## src/rtl/buffet_credit_producer.sv

```systemverilog
// Purpose : credit-gated producer feeding a buffet Fill port from an upstream stream.
// Latency : one cycle from src_fire to push_data_valid; credits usable the cycle after acceptance.
// Backpressure: src_ready drops when no credits are held, the output stage is full and stalled, or after overflow.
//
// Ports:
//   clk, nreset_i                      - clock, asynchronous active-low reset
//   src_data/src_valid/src_ready       - upstream beat handshake
//   push_data/push_data_valid/_ready   - registered beat to the buffet Fill port
//   credit_in/credit_in_valid/_ready   - slots freed by the buffet
//   credit_count                       - credits currently held (registered)
//   credit_overflow                    - sticky: buffet returned more credits than SIZE
module buffet_credit_producer #(
    parameter int DATA_WIDTH = 32,
    parameter int IDX_WIDTH  = 8,
    parameter int SIZE       = 256
) (
    input  logic                  clk,
    input  logic                  nreset_i,
    input  logic [DATA_WIDTH-1:0] src_data,
    input  logic                  src_valid,
    output logic                  src_ready,
    output logic [DATA_WIDTH-1:0] push_data,
    output logic                  push_data_valid,
    input  logic                  push_data_ready,
    input  logic [IDX_WIDTH-1:0]  credit_in,
    input  logic                  credit_in_valid,
    output logic                  credit_in_ready,
    output logic [IDX_WIDTH:0]    credit_count,
    output logic                  credit_overflow
);

    localparam logic [0:0] ST_RUN   = 1'b0;
    localparam logic [0:0] ST_ERROR = 1'b1;

    // Sum is two bits wider than the index so cnt + credit_in never wraps.
    localparam int                 CW       = IDX_WIDTH + 2;
    localparam logic [CW-1:0]      SIZE_SUM = CW'(SIZE);
    localparam logic [IDX_WIDTH:0] SIZE_CNT = (IDX_WIDTH + 1)'(SIZE);

    logic [0:0]            state_q, state_d;
    logic [IDX_WIDTH:0]    cnt_q, cnt_d;
    logic [DATA_WIDTH-1:0] data_q, data_d;
    logic                  vld_q, vld_d;

    logic                  stage_free;
    logic                  cred_fire;
    logic                  src_fire;
    logic [CW-1:0]         cnt_sum;

    // src_ready uses only registered state plus push_data_ready, so a consume
    // can never lean on a credit arriving in the same cycle.
    assign stage_free      = ~vld_q | push_data_ready;
    assign src_ready       = (state_q == ST_RUN) & (cnt_q != '0) & stage_free;
    assign credit_in_ready = (state_q == ST_RUN);

    assign cred_fire = credit_in_valid & credit_in_ready;
    assign src_fire  = src_valid & src_ready;

    // No underflow: src_fire implies cnt_q >= 1.
    assign cnt_sum = {1'b0, cnt_q}
                   + (cred_fire ? {2'b00, credit_in} : {CW{1'b0}})
                   - {{(CW-1){1'b0}}, src_fire};

    always_comb begin
        state_d = state_q;
        cnt_d   = cnt_q;
        if (state_q == ST_RUN) begin
            if (cnt_sum > SIZE_SUM) begin
                state_d = ST_ERROR;
                cnt_d   = SIZE_CNT;
            end else begin
                cnt_d = cnt_sum[IDX_WIDTH:0];
            end
        end else begin
            cnt_d = SIZE_CNT;
        end
    end

    // Output stage: load on fire, clear when drained, hold while stalled.
    // Overflow does not touch this stage, so a loaded beat still drains.
    always_comb begin
        data_d = data_q;
        vld_d  = vld_q;
        if (src_fire) begin
            data_d = src_data;
            vld_d  = 1'b1;
        end else if (push_data_ready) begin
            vld_d = 1'b0;
        end
    end

    always_ff @(posedge clk or negedge nreset_i) begin
        if (!nreset_i) begin
            state_q <= ST_RUN;
            cnt_q   <= '0;
            data_q  <= '0;
            vld_q   <= 1'b0;
        end else begin
            state_q <= state_d;
            cnt_q   <= cnt_d;
            data_q  <= data_d;
            vld_q   <= vld_d;
        end
    end

    assign push_data       = data_q;
    assign push_data_valid = vld_q;
    assign credit_count    = cnt_q;
    assign credit_overflow = (state_q == ST_ERROR);

endmodule

```

## config.mk

```make
export PLATFORM = sky130hd
export DESIGN_NAME = buffet_credit_producer
export DESIGN_NICKNAME = d
export VERILOG_FILES = /design/src/rtl/buffet_credit_producer.sv
export SDC_FILE = /design/constraint.sdc
export NUM_CORES = 1
export LEC_CHECK = 0
export BUFFER_PORTS_ARGS = -buffer_cell sky130_fd_sc_hd__buf_2
export CAP_MARGIN = 15
export CORE_MARGIN = 2
export CORE_UTILIZATION = 38
export DETAILED_ROUTE_END_ITERATION = 8
export PLACE_DENSITY = 0.74
export SLEW_MARGIN = 10
export SYNTH_ARGS = -nofsm -noshare
export SYNTH_HDL_FRONTEND = slang
export SYNTH_SLANG_ARGS = --single-unit
export TNS_END_PERCENT = 20
```

## constraint.sdc

```tcl
create_clock -name clk -period 3.43 [get_ports clk]
set_input_delay 0.686 -clock clk [delete_from_list [all_inputs] [get_ports clk]]
set_output_delay 0.686 -clock clk [all_outputs]
set_load 0.02 [all_outputs]
```

==> metrics.txt <==
GRT Total Usage 0.159; initial antenna violation count 0; CORE AREA 0.00589 sq mm; r2r setup slk 290 ps; Antenna Violating Nets Remaining 0; Max Fanout on Critical Path 5; Startpoint Class flip-flop; Util after Layout 0.511; Psw 223 uW; vias per cell 4.48; wire per inst between 10 and 15 um; diode count 0; total number of vias 1908; Synth top cells by count nand2_1 (108), dfrtp_1 (43), inv_1 (27), ha_1 (17), nor2_1 (14); Max IR drop VDD 147 uV; pre-CTS setup slack 138 ps; Setup WS post-layout 295 ps; largest cells by area after synthesis dfrtp_1 (47%), nand2_1 (18%), ha_1 (9.3%); critical path required time 3600 ps; clk_lat worst skew 290 ps; clk sinks 43; worst r2r src credit_count[3]$_DFF_PN0_; CP Data Arrival Time around 3300 ps; Yosys top cell by area dfrtp_1; max-cap viol count 0; Root Driver clkbuf_8; PwrDens 340 mW/mm^2; status finished clean; Post-CTS Hold Fix Bufs 0; first-pass GRT wire length ~8100 um; Synth-to-Final Area Change 31.1%; Mapped Area roughly 0.0023 sq mm; Combinational Power Share 0.092; Routed WL 5060 um; Worst Min Path Start push_data[1]$_DFFE_PN0P_; die height approximately 80 um; gate count of the mapped netlist 258; CTS tree yes; NumNets Final slightly above 400; Worst Skew about 6.4 ps; Worst Hold Path EP push_data[1]$_DFFE_PN0P_; die area 0.00667 sq mm; final hold violation count 0; Row Count 28; internal power 799 uW; post-layout minimum cycle time ~3100 ps; Synth async-reset ratio 1.00; CTS buffer count 5; count leader, synth nand2_1; Fmax 319 MHz; R2R cell count 15; GRT Residual Overflow 0; Final setup viols 0; clock buffer depth 2; switching share of power 0.218; Hold Crit Depth 2; Post-synth EDFFs 0; Reg2Reg Capture Point credit_overflow$_DFF_PN0_; Least-Margin Pin Slew roughly 920 ps; top_reg_cell synth dfrtp_1; clock group share of total power 0.384; Slew Limit Headroom 0.387; register area share after synthesis 0.469; Flop pwr share 0.523; post-synthesis cell type count 37; post-synthesis register bit count 43; H-tree Lvls 2; top-area cell type share of the netlist area 0.469; Initial Util 0.389; vias in the first global route 1705; Die X 81.7 um; Final Max Slew Viols 0; DP Wirelength 3990 um; Setup CP Type reg2reg; setup_tns 0 ps; CP Capture Type flip-flop; post-synth net total 321; Worst-path clk slew 70 ps; DRT iter0 DRCs between 70 and 80; RSZ-0062 raised after global routing false; warnings from Yosys 0; pin count of the biggest net entering global routing 44; Min-Delay Path Class reg2reg; DRT Pass-1 Iters 4; final worst path period share 0.914; syn_area_per_cell roughly 8.9 sq um; DRC viols 0; port buffer count 89; Leak ~1.7 nW; Routability Congestion between 0.8 and 0.9; layout cells sized above 1 0.356; I/O pin count 90
[metal layers]
| metal | track usage | up-vias | wire (um) | share of wire |
|---|---|---|---|---|
| met5 | 0 | - | 0 | 0 |
| met4 | 0.0500 | 0 | 27 | 0.0053 |
| met3 | 0.0440 | 2 | 381 | 0.075 |
| met2 | 0.259 | 63 | 2320 | 0.46 |
| met1 | 0.205 | 855 | 2330 | 0.46 |
| li1 | - | 988 | - | - |
[cell families (layout without fill, tap and decap cells)]
group,Yosys count,after routing,synth area share
AOI/OAI and AO/OA,18,18,0.0901
xor gates and xnor gates,6,6,0.0229
adders and majority gates,18,18,0.102
buffers and inverters,35,128,0.0589
DFF,43,43,0.469
muxes,1,1,0.00655
and+or+nand+nor,137,137,0.251
[stage by stage]
stage	hold WS [ps]	std cells	total power, mW	cell area, sq um
after floorplan	390	258	0.584	2360
after global placement	452	418	0.640	2880
after detailed placement	456	418	0.641	2880
after CTS	476	426	1.04	3000
after global routing	499	426	1.08	3010
final	473	426	1.02	3010
[registers in the layout, summed over array words and instances (netlist names)]
name and count:
credit_count 9, credit_overflow 1, push_data 32, push_data_valid 1
[layout by cell type, fill, tap and decap left out, types with 2 or more instances in the layout]
cell type / count
nor2_1: 14
ha_4: 2
nand2b_1: 2
buf_4: 3
inv_1: 25
xnor2_1: 2
nor3b_2: 3
nand2_1: 107
xor2_1: 4
buf_2: 89
inv_2: 3
clkbuf_8: 6
ha_1: 15
dfrtp_1: 43
a21o_1: 4
[worst max-delay path by stage]
stage	cells after the start	to	slack [ps]	from
5_1_grt	15	credit_overflow$_DFF_PN0_	60	credit_count[4]$_DFF_PN0_
6_report	15	credit_overflow$_DFF_PN0_	290	credit_count[3]$_DFF_PN0_
2_1_floorplan	16	credit_overflow$_DFF_PN0_	50	credit_count[3]$_DFF_PN0_
4_1_cts	15	credit_overflow$_DFF_PN0_	160	credit_count[1]$_DFF_PN0_
3_5_place_dp	16	credit_overflow$_DFF_PN0_	140	push_data_ready
3_3_place_gp	16	credit_overflow$_DFF_PN0_	240	push_data_ready
[repair_timing]
action / 4_1_cts / 5_1_grt
buffers inserted: 0 / 0
resized for setup: 0 / 1
setup endpoints to repair: 0 / 3
[final cells by class]
cell class	instances	area, sq um
timing repair buffer	92	468
tap	75	93.8
sequential	43	1080
inverter	28	105
clock inverter	2	35.0
multi-input combinational	180	1140
fill	573	2880
clock buffer	6	82.6
[worst max-delay path: stages, from the launching register on]
cell and delay [ps]:
dfrtp_1 410, nor4_2 370, a311oi_4 150, nand2_2 100
inv_2 50, ha_4 200, inv_2 60, ha_4 140
inv_2 40, fa_2 360, nand2b_4 160, a21oi_4 190
xnor2_1 180, nor3b_2 240, a41oi_2 200, nand2b_1 190
[power by group through the flow]
stage	Sequential, mW	Combinational [mW]	Clock [mW]
3_3_place_gp	0.544	0.0955	0
5_1_grt	0.537	0.106	0.439
2_1_floorplan	0.570	0.0143	0
4_1_cts	0.535	0.0964	0.407
3_5_place_dp	0.545	0.0960	0
6_report	0.535	0.0944	0.393
(Power assumes the default switching activity.)
